**config.mk**
```make
export PLATFORM = sky130hd
export DESIGN_NAME = apb4_gpio_v2_flat
export DESIGN_NICKNAME = d
export VERILOG_FILES = /design/src/rtl/apb4_gpio_v2_if.sv /design/src/rtl/apb4_gpio_v2.sv /design/src/flat_wrapper.sv
export SDC_FILE = /design/constraint.sdc
export NUM_CORES = 1
export LEC_CHECK = 0
export BUFFER_PORTS_ARGS = -buffer_cell sky130_fd_sc_hd__buf_2
export CORE_ASPECT_RATIO = 0.75
export CORE_MARGIN = 2
export CORE_UTILIZATION = 60
export DETAILED_ROUTE_END_ITERATION = 7
export PLACE_DENSITY_LB_ADDON = 0.12
export RECOVER_POWER = 25
export REMOVE_ABC_BUFFERS = 1
export SYNTH_ARGS = -nofsm -noshare
export SYNTH_HDL_FRONTEND = slang
export SYNTH_SLANG_ARGS = --single-unit
```
**constraint.sdc**
```tcl
create_clock -name pclk -period 6.68 [get_ports pclk]
set_clock_uncertainty 0.15 [all_clocks]
set_input_delay 1.336 -clock pclk [delete_from_list [all_inputs] [get_ports pclk]]
set_output_delay 1.336 -clock pclk [all_outputs]
set_load 0.05 [all_outputs]
```
**src/rtl/apb4_gpio_v2_if.sv**
```systemverilog
// APB4 bus bundle for the GPIO block: requester drives select/enable/address/data,
// the GPIO slave returns read data, ready and error.
interface apb4_gpio_v2_if;
  logic        psel;
  logic        penable;
  logic        pwrite;
  logic [31:0] paddr;
  logic [31:0] pwdata;
  logic [31:0] prdata;
  logic        pready;
  logic        pslverr;

  modport master (
    output psel, penable, pwrite, paddr, pwdata,
    input  prdata, pready, pslverr
  );

  modport slave (
    input  psel, penable, pwrite, paddr, pwdata,
    output prdata, pready, pslverr
  );
endinterface

```
**src/rtl/apb4_gpio_v2.sv**
```systemverilog
// APB4 GPIO controller: direction/output registers with set/clear/toggle aliases,
// synchronised and optionally debounced inputs, and per-pin level/edge interrupts
// collected into a sticky W1C status register.
module apb4_gpio_v2 #(
  parameter int PIN_NUM    = 32,
  parameter int SYNC_STAGE = 2,
  parameter int DB_WIDTH   = 8
) (
  input  logic               pclk,
  input  logic               presetn,
  apb4_gpio_v2_if.slave      apb,
  input  logic [PIN_NUM-1:0] gpio_in_i,
  output logic [PIN_NUM-1:0] gpio_out_o,
  output logic [PIN_NUM-1:0] gpio_dir_o,
  output logic               irq_o
);

  localparam logic [3:0] OFF_DIR     = 4'd0;
  localparam logic [3:0] OFF_IN      = 4'd1;
  localparam logic [3:0] OFF_OUT     = 4'd2;
  localparam logic [3:0] OFF_OUTSET  = 4'd3;
  localparam logic [3:0] OFF_OUTCLR  = 4'd4;
  localparam logic [3:0] OFF_OUTTGL  = 4'd5;
  localparam logic [3:0] OFF_INTEN   = 4'd6;
  localparam logic [3:0] OFF_INTTYPE = 4'd7;
  localparam logic [3:0] OFF_INTPOL  = 4'd8;
  localparam logic [3:0] OFF_INTBOTH = 4'd9;
  localparam logic [3:0] OFF_INTSTAT = 4'd10;
  localparam logic [3:0] OFF_DBTHR   = 4'd11;
  localparam logic [3:0] OFF_DBEN    = 4'd12;

  logic [3:0]         off;
  logic [PIN_NUM-1:0] wdata;
  logic               access;
  logic               err;
  logic               wr_en;
  logic               rd_en;

  logic [PIN_NUM-1:0] dir_q, out_q, inten_q, inttype_q, intpol_q, intboth_q;
  logic [PIN_NUM-1:0] intstat_q, dben_q;
  logic [DB_WIDTH-1:0] dbthr_q;
  logic               irq_q;

  logic [PIN_NUM-1:0] sync_q [SYNC_STAGE];
  logic [PIN_NUM-1:0] s;
  logic [PIN_NUM-1:0] db_q;
  logic [DB_WIDTH-1:0] cnt_q [PIN_NUM];
  logic [PIN_NUM-1:0] bypass;
  logic [PIN_NUM-1:0] d;
  logic [PIN_NUM-1:0] d_prev_q;

  logic [PIN_NUM-1:0] rise, fall, lvl_trig, edge_trig, trig;
  logic [PIN_NUM-1:0] set, w1c, inten_nxt, intstat_nxt;
  logic [PIN_NUM-1:0] rd_pins;
  logic [31:0]        rdata;
  logic [DB_WIDTH-1:0] dbthr_m1;
  logic               unused_bits;

  assign off    = apb.paddr[5:2];
  assign wdata  = apb.pwdata[PIN_NUM-1:0];
  assign access = apb.psel & apb.penable;
  // Offsets 13..15 and writes to the read-only IN register are rejected outright
  assign err    = access & ((off >= 4'd13) | (apb.pwrite & (off == OFF_IN)));
  assign wr_en  = access & apb.pwrite & ~err;
  assign rd_en  = access & ~apb.pwrite & ~err;

  assign apb.pready  = 1'b1;
  assign apb.pslverr = err;
  assign unused_bits = ^{apb.paddr[31:6], apb.paddr[1:0], apb.pwdata};

  // Configuration and output registers, written only by error-free accesses
  always_ff @(posedge pclk or negedge presetn) begin
    if (!presetn) begin
      dir_q     <= '0;
      out_q     <= '0;
      inttype_q <= '0;
      intpol_q  <= '0;
      intboth_q <= '0;
      dbthr_q   <= '0;
      dben_q    <= '0;
    end else if (wr_en) begin
      case (off)
        OFF_DIR:     dir_q     <= wdata;
        OFF_OUT:     out_q     <= wdata;
        OFF_OUTSET:  out_q     <= out_q | wdata;
        OFF_OUTCLR:  out_q     <= out_q & ~wdata;
        OFF_OUTTGL:  out_q     <= out_q ^ wdata;
        OFF_INTTYPE: inttype_q <= wdata;
        OFF_INTPOL:  intpol_q  <= wdata;
        OFF_INTBOTH: intboth_q <= wdata;
        OFF_DBTHR:   dbthr_q   <= apb.pwdata[DB_WIDTH-1:0];
        OFF_DBEN:    dben_q    <= wdata;
        default: ;
      endcase
    end
  end

  assign gpio_out_o = out_q;
  assign gpio_dir_o = dir_q;

  // Input synchroniser chain; the last stage is the sample seen by the debouncer
  always_ff @(posedge pclk or negedge presetn) begin
    if (!presetn) begin
      for (int k = 0; k < SYNC_STAGE; k++) sync_q[k] <= '0;
    end else begin
      sync_q[0] <= gpio_in_i;
      for (int k = 1; k < SYNC_STAGE; k++) sync_q[k] <= sync_q[k-1];
    end
  end

  assign s        = sync_q[SYNC_STAGE-1];
  assign bypass   = ~dben_q | {PIN_NUM{dbthr_q == '0}};
  assign dbthr_m1 = dbthr_q - DB_WIDTH'(1);
  // Bypassed pins see the sample directly so IN latency equals the synchroniser depth
  assign d        = (bypass & s) | (~bypass & db_q);

  // Per-pin debounce: accept a new level after DBTHR consecutive mismatching cycles.
  // The >= compare lets a counter stranded above a freshly lowered threshold still resolve.
  always_ff @(posedge pclk or negedge presetn) begin
    if (!presetn) begin
      db_q     <= '0;
      d_prev_q <= '0;
      for (int i = 0; i < PIN_NUM; i++) cnt_q[i] <= '0;
    end else begin
      d_prev_q <= d;
      for (int i = 0; i < PIN_NUM; i++) begin
        if (bypass[i] || (s[i] == db_q[i])) begin
          db_q[i]  <= s[i];
          cnt_q[i] <= '0;
        end else if (cnt_q[i] >= dbthr_m1) begin
          db_q[i]  <= s[i];
          cnt_q[i] <= '0;
        end else if (cnt_q[i] != '1) begin
          cnt_q[i] <= cnt_q[i] + DB_WIDTH'(1);
        end
      end
    end
  end

  assign rise      = d & ~d_prev_q;
  assign fall      = ~d & d_prev_q;
  assign lvl_trig  = ~(d ^ intpol_q);
  assign edge_trig = (intboth_q & (d ^ d_prev_q)) |
                     (~intboth_q & ((intpol_q & rise) | (~intpol_q & fall)));
  assign trig      = (~inttype_q & lvl_trig) | (inttype_q & edge_trig);
  assign set       = inten_q & trig;
  assign w1c       = (wr_en && (off == OFF_INTEN + 4'd4)) ? wdata : '0;
  // A new event on the same edge as its W1C wins, so live level sources keep irq asserted
  assign intstat_nxt = (intstat_q & ~w1c) | set;

  // Next INTEN value, needed so irq_o tracks enable writes on the same edge
  always_comb begin
    inten_nxt = inten_q;
    if (wr_en && (off == OFF_INTEN)) inten_nxt = wdata;
  end

  // Interrupt enable, sticky status and registered interrupt output
  always_ff @(posedge pclk or negedge presetn) begin
    if (!presetn) begin
      inten_q   <= '0;
      intstat_q <= '0;
      irq_q     <= 1'b0;
    end else begin
      inten_q   <= inten_nxt;
      intstat_q <= intstat_nxt;
      irq_q     <= |(intstat_nxt & inten_nxt);
    end
  end

  assign irq_o = irq_q;

  // Read mux: only valid read accesses drive data, everything else reads zero
  always_comb begin
    rd_pins = '0;
    case (off)
      OFF_DIR:     rd_pins = dir_q;
      OFF_IN:      rd_pins = d;
      OFF_OUT:     rd_pins = out_q;
      OFF_INTEN:   rd_pins = inten_q;
      OFF_INTTYPE: rd_pins = inttype_q;
      OFF_INTPOL:  rd_pins = intpol_q;
      OFF_INTBOTH: rd_pins = intboth_q;
      OFF_INTSTAT: rd_pins = intstat_q;
      OFF_DBEN:    rd_pins = dben_q;
      default: ;
    endcase
    rdata = '0;
    rdata[PIN_NUM-1:0] = rd_pins;
    if (off == OFF_DBTHR) rdata = 32'(dbthr_q);
    if (!rd_en) rdata = '0;
  end

  assign apb.prdata = rdata;

endmodule

```
**src/flat_wrapper.sv**
```systemverilog
// flat-port wrapper written by rule: the top's interface ports become plain ports
module apb4_gpio_v2_flat 
#(
  parameter int PIN_NUM    = 32,
  parameter int SYNC_STAGE = 2,
  parameter int DB_WIDTH   = 8
)
  (pclk, presetn, gpio_in_i, gpio_out_o, gpio_dir_o, irq_o, apb_psel, apb_penable, apb_pwrite, apb_paddr, apb_pwdata, apb_prdata, apb_pready, apb_pslverr);
  apb4_gpio_v2_if apb_i ();
  input  logic pclk;
  input  logic presetn;
  input  logic [PIN_NUM-1:0] gpio_in_i;
  output logic [PIN_NUM-1:0] gpio_out_o;
  output logic [PIN_NUM-1:0] gpio_dir_o;
  output logic irq_o;
  input wire logic [$bits(apb_i.psel)-1:0] apb_psel;
  input wire logic [$bits(apb_i.penable)-1:0] apb_penable;
  input wire logic [$bits(apb_i.pwrite)-1:0] apb_pwrite;
  input wire logic [$bits(apb_i.paddr)-1:0] apb_paddr;
  input wire logic [$bits(apb_i.pwdata)-1:0] apb_pwdata;
  output wire logic [$bits(apb_i.prdata)-1:0] apb_prdata;
  output wire logic [$bits(apb_i.pready)-1:0] apb_pready;
  output wire logic [$bits(apb_i.pslverr)-1:0] apb_pslverr;
  assign apb_i.psel = apb_psel;
  assign apb_i.penable = apb_penable;
  assign apb_i.pwrite = apb_pwrite;
  assign apb_i.paddr = apb_paddr;
  assign apb_i.pwdata = apb_pwdata;
  assign apb_prdata = apb_i.prdata;
  assign apb_pready = apb_i.pready;
  assign apb_pslverr = apb_i.pslverr;
  apb4_gpio_v2 #(.PIN_NUM(PIN_NUM), .SYNC_STAGE(SYNC_STAGE), .DB_WIDTH(DB_WIDTH)) u_core (.pclk(pclk), .presetn(presetn), .apb(apb_i), .gpio_in_i(gpio_in_i), .gpio_out_o(gpio_out_o), .gpio_dir_o(gpio_dir_o), .irq_o(irq_o));
endmodule
```
## Word level (Yosys, flattened, before mapping)

Index checks and enable logic that the tools add are counted.

| word-level totals | value |
|---|---|
| register bits | 649 |
| output and inout bits | 99 |
| logic and storage cells | 538 |

| operators by class | value |
|---|---|
| $add $sub $neg | 33 |
| magnitude comparators | 33 |
| equality and inequality tests | 76 |
| mux-type cells | 166 |
| bitwise operators | 44 |
| reductions and logical operators | 109 |

Operator list:

| cell | count |
|---|---|
| two-way mux 8 bit | 96 |
| bitwise AND 32 bit | 14 |
| NOT 32 bit | 10 |
| case mux 32 bit (9 select lines) | 1 |
| adder 8 x 1 -> 8 bit (second input constant) | 32 |
| greater-or-equal comparator 8 bit | 32 |
| inequality test 8 bit (second input constant) | 32 |
| bitwise OR 32 bit | 7 |
| two-way mux 32 bit | 4 |
| case mux 32 bit (4 select lines) | 1 |
| nonzero test 3 bit | 32 |
| XOR 32 bit | 3 |
| two-way mux 1 bit | 64 |
| nonzero test 2 bit | 32 |
| == test 1 bit | 32 |
| logical OR 1 bit | 32 |
| OR reduction 32 bit | 1 |
| == test 4 bit (second input constant) | 5 |
| == test 4 x 3 -> 1 bit (second input constant) | 4 |
| AND reduction 2 bit | 7 |
| == test 4 x 2 -> 1 bit (second input constant) | 2 |
| logical NOT 8 bit | 1 |
| subtractor 8 x 1 -> 8 bit (second input constant) | 1 |
| bitwise AND 1 bit | 7 |
| other kinds (7) | 9 |

## Logic depth before layout (Yosys ltp)

| depth | value |
|---|---|
| depth after elaboration | 17 |
| depth in mapped cells | 16 |

## Worst setup path after synthesis

Ideal clock, no wire load.

| timing | value |
|---|---|
| kind | input -> output |
| start point | in apb_paddr[3] |
| end point | out apb_prdata[0] |
| data arrival time | 3781 ps |
| slack | 1413 ps |
| cell stages on the path | 7 |
| path buffers | 2 |
| path through | clkbuf_1 > nor4_1 > clkbuf_1 > a22oi_1 > nand3_1 > a21oi_1 > o21ai_0 |

| between the ends | value |
|---|---|
| longest elaborated chain between the ends | 7 |
| elaborated cells between the ends (all ways) | 19 |

Ends and longest elaborated chain:

| what | line | text |
|---|---|---|
| start: declaration | flat_wrapper.sv:19 | `input wire logic [$bits(apb_i.paddr)-1:0] apb_paddr;` |
| branches (longest 6 deep; another with greater-or-equal comparator 4 bit) | n/a |  |
| two-way mux 32 bit * | apb4_gpio_v2.sv:190 | `if (!rd_en) rdata = '0;` |
| end: declaration | flat_wrapper.sv:21 | `output wire logic [$bits(apb_i.prdata)-1:0] apb_prdata;` |

Mark *: on every way between the ends.

## Worst setup path after layout

| timing | value |
|---|---|
| start point | reg u_core.dbthr_q[1] |
| end point | out apb_prdata[18] |

| between the ends | value |
|---|---|
| longest elaborated chain between the ends | 8 |
| elaborated cells between the ends (all ways) | 9 |

Ends and longest elaborated chain:

| what | line | text |
|---|---|---|
| start: declaration | apb4_gpio_v2.sv:41 | `logic [DB_WIDTH-1:0] dbthr_q;` |
| start signal: assignment | apb4_gpio_v2.sv:91 | `OFF_DBTHR: dbthr_q <= apb.pwdata[DB_WIDTH-1:0];` |
| logical NOT 8 bit * | apb4_gpio_v2.sv:112 | `assign bypass = ~dben_q \| {PIN_NUM{dbthr_q == '0}};` |
| bitwise OR 32 bit * | apb4_gpio_v2.sv:112 |  |
| NOT 32 bit | apb4_gpio_v2.sv:115 | `assign d = (bypass & s) \| (~bypass & db_q);` |
| bitwise AND 32 bit | apb4_gpio_v2.sv:115 |  |
| bitwise OR 32 bit * | apb4_gpio_v2.sv:115 |  |
| via u_core.d[18] | apb4_gpio_v2.sv:49 | `logic [PIN_NUM-1:0] d;` |
| case mux 32 bit (9 select lines) * | apb4_gpio_v2.sv:175 | `case (off)` |
| two-way mux 32 bit * | apb4_gpio_v2.sv:189 | `if (off == OFF_DBTHR) rdata = 32'(dbthr_q);` |
| two-way mux 32 bit * | apb4_gpio_v2.sv:190 |  |

Mark *: on every way through the listed nets, which the timed path passes. The rest lies on a longest branch.

==> results.md <==
- Worst skew pair latency: 0.61 ns
- Worst IR Drop VDD: 189 uV
- Mux share of post-synthesis cell area: 0.0783
- # DRC: 0
- PortBufs: 170
- Root Driver: clkbuf_16
- DR iter-0 viols: 2594
- Hpwl dp: 64800 um
- Setup Fix Bufs, Post-CTS: 0
- Fraction of layout cells with a size suffix above 1: 0.154
- All-Layer GR Usage: 0.313
- Post-synth EDFFs: 0
- Starting density of the core: 0.607
- Worst R2R Setup Slack: 1.97 ns
- Post-Syn Instances: 3666
- IO Pins: 200
- H-tree Lvls: 3
- Slack of the critical path: 1.04 ns
- Nets@finish: 4369
- GR peak layer: met1
- Worst r2r path cells: 11
- Slew headroom: -1.38
- Synth Register Bits: 649
- Reg2reg end: u_core.db_q[15]$_DFFE_PN0P_
- Die Width: 293 um
- Period utilisation layout: 0.844
- Row cnt: 79
- DR pass1 iterations: 5
- DR vias: 29315
- Die ar.: 0.0648 mm2
- GPL Wtd Cong: 0.874
- Final Hold Violating Endpoints: 0
- Final Cell Area: 0.0420 mm2
- CP required: 5.19 ns
- Initial antenna violation count: 4
- Compound-Gate Fraction of Synth Area: 0.150
- Ys flop type: dfrtp_1
- Mean post-synth cell area: 10.3 um2
- Hold-fix buffer count after cts: 0
- Largest net degree at the start of global routing: 165
- Data arrival, critical path: 4.15 ns
- RSZ-0062 raised after global routing: no
- Synthesized cell area: 0.0377 mm2
- Largest family of logic cells by synthesized area: compound AO/OA/AOI/OAI gates
- Crit Path Max Fanout: 24
- Grt met2 use: 0.454
- Post-Synth Adder-Cell Area: 0.139
- Register area share after synthesis: 0.431
- RR Startpoint: u_core.dbthr_q[0]$_DFFE_PN0P_
- Vias in the first global route: 27769
- First-pass GRT wire length: 159000 um
- Failing checks: capacitance limit, slew limit
- CP most frequent cell: nand2_1
- Hold WC Path Type: flop to flop
- Synth cell types: 60
- Largest stage delay, worst path: 0.76 ns
- Hold depth: 0
- Post-synthesis async set-or-reset flop share: 1.00
- Routed WL: 101000 um
- CTS resizes: 0
- Die Ht: 221 um
- Slowest stage cell, crit path: or2_1
- DP Area: 0.0397 mm2
- Critical path type: flop to output port
- Leak pwr: 20.3 nW
- Fmax: 177 MHz
- Final Core Density: 0.676
- Final setup fails: 0
- Met3 global-route usage: 0.0623
- Hold Path Origin: u_core.sync_q[43]$_DFF_PN0_
- Post-Synth Simple-Gate Area: 0.137
- Place WS: 1.20 ns
- Reg clk slew, reported paths: 0.06 ns
- WL per Instance: 21.5 um
- Outcome: finished with violations
- CTS buffer count: 68
- P per Cell Area: 262 mW/mm2
- Final Max Tran Viols: 57
- CTS tree: built
- Area Overhead vs Synth: 11.4%
- Max Cap Violations: 1
- Post-Synth XOR/XNOR Area: 0.0337
- Worst-Margin Slew: 3.58 ns
- Critical Path Source Type: flop
- Routed Antenna Nets: 0
- Max Root-Sink Buffers: 3
- Vias/cell: 6.23
- Worst hold path endpoint: u_core.s[11]$_DFF_PN0_
- GR Layer Usage met1: 0.479
- Placeable core region: 0.0621 mm2
- Crit end category: output port
- Global route overflow: 0
- CP Cell Sequence: inv_1 > ha_2 > or3b_2 > buf_4 > or2_1 > nand2_1 > mux2_2 > nand2_1 > a31oi_1 > buf_2
- Fin crit period: 5.64 ns
- Ys Warns: 0
- TritonCTS Sinks: 649
==> cells by family after synthesis <==
logic type                 Yosys count
other                                1
muxes                              264
AOI/OAI and AO/OA                  837
and+or+nand+nor                   1062
adders and majority gates          418
buffers and inverters              290
DFF                                649
xor gates and xnor gates           145
==> layout make-up <==
type / instances / area (um2)
diodes: 3 / 7.51
fillers: 4817 / 20100
clock buffers: 93 / 1970
clock inverters: 21 / 309
flip-flops and latches: 649 / 16200
repair buffers: 214 / 1250
inverters: 190 / 713
well taps: 810 / 1010
multi-input cells: 2727 / 20500
==> synth_stat cells, types with 16 or more instances <==
library cell	count	area [um2]
inv_1	179	672
and4_1	18	158
nor2_1	267	1000
a21bo_2	16	160
a22o_1	33	289
clkbuf_1	77	289
o21ai_1	47	235
ha_1	418	5230
nand2b_1	38	238
nor3_1	28	140
xnor2_1	75	657
a21o_1	130	976
xor2_1	70	613
and3b_1	20	175
and3_1	71	444
nand4_1	50	313
a211oi_1	72	541
dfrtp_1	649	16200
mux2_2	206	2320
a22oi_1	22	165
nor2b_1	39	244
a21oi_1	99	495
nand2_1	312	1170
nand3_1	149	746
a221oi_1	104	911
a31oi_1	46	288
a2111oi_0	32	280
mux2i_1	44	440
o21ai_0	200	1000
==> power breakdown <==
part	switching [mW]	internal, mW
clock network	1.61	2.36
registers	0.334	4.22
logic	1.53	0.927
==> state kept, by name, summed over array words and instances (netlist names) <==
signal             flops
u_core.gpio_out_o     32
u_core.inttype_q      32
u_core.dbthr_q         8
u_core.sync_q         32
u_core.intboth_q      32
u_core.inten_q        32
u_core.intpol_q       32
u_core.intstat_q      32
u_core.irq_o           1
u_core.d_prev_q       32
u_core.cnt_q         256
u_core.dben_q         32
u_core.db_q           32
u_core.gpio_dir_o     32
u_core.s              32
==> worst max-delay path, delay by kind of cell (launching register included) <==
kind / cells / cell delay (ns)
AND/OR/NAND/NOR: 4 / 1.20
buffers and inverters: 3 / 0.96
AO/OA/AOI/OAI: 1 / 0.46
flip-flops: 1 / 0.41
multiplexers: 1 / 0.34
adder cells (fa/ha/maj): 1 / 0.18
==> worst max path at each step <==
stage / from / to / slack (ns) / depth (start not counted)
final: u_core.dbthr_q[1]$_DFFE_PN0P_ / apb_prdata[18] / 1.04 / 10
after global routing: apb_paddr[2] / apb_prdata[6] / 0.94 / 12
after floorplan: apb_paddr[2] / apb_prdata[1] / -0.28 / 5
after detailed placement: apb_paddr[2] / apb_prdata[6] / 1.20 / 12
after global placement: apb_paddr[2] / apb_prdata[6] / 1.23 / 12
after CTS: u_core.dbthr_q[1]$_DFFE_PN0P_ / apb_prdata[18] / 1.14 / 10
==> cells in the final DEF, fill, tap and decap left out, types with 32 or more instances in the layout <==
| master | netlist | routed |
|---|---|---|
| a21oi_1 | 99 | 99 |
| inv_1 | 179 | 178 |
| a31oi_1 | 46 | 46 |
| xor2_1 | 70 | 67 |
| ha_1 | 418 | 417 |
| a221oi_1 | 104 | 104 |
| mux2i_1 | 44 | 44 |
| a22o_1 | 33 | 33 |
| dfrtp_1 | 649 | 649 |
| nor2_1 | 267 | 263 |
| buf_4 | 3 | 38 |
| xnor2_1 | 75 | 72 |
| nand4_1 | 50 | 50 |
| nor2b_1 | 39 | 39 |
| nand3_1 | 149 | 149 |
| a211oi_1 | 72 | 72 |
| a21o_1 | 130 | 129 |
| nand2_1 | 312 | 310 |
| and3_1 | 71 | 71 |
| buf_2 | 11 | 167 |
| o21ai_1 | 47 | 47 |
| clkbuf_16 | 0 | 71 |
| o21ai_0 | 200 | 199 |
| mux2_2 | 206 | 206 |
| a2111oi_0 | 32 | 32 |
| nand2b_1 | 38 | 38 |
==> metal layers <==
layer / wire length [um] / up-vias
li1: - / 13714
met5: 16 / -
met2: 42400 / 1106
met1: 47500 / 14311
met3: 8720 / 182
met4: 2470 / 2
==> per-stage QoR <==
stage	std cells	power [mW]	hold slack, ns	setup TNS, ns
6_report	4707	11.0	0.199	0
5_1_grt	4704	11.5	0.203	0
4_1_cts	4704	11.0	0.200	0
3_5_place_dp	4590	7.03	0.185	0
3_3_place_gp	4590	6.95	0.183	0
2_1_floorplan	3566	6.13	0.181	-1.76
Note: power is estimated with default switching activity, not from simulation.
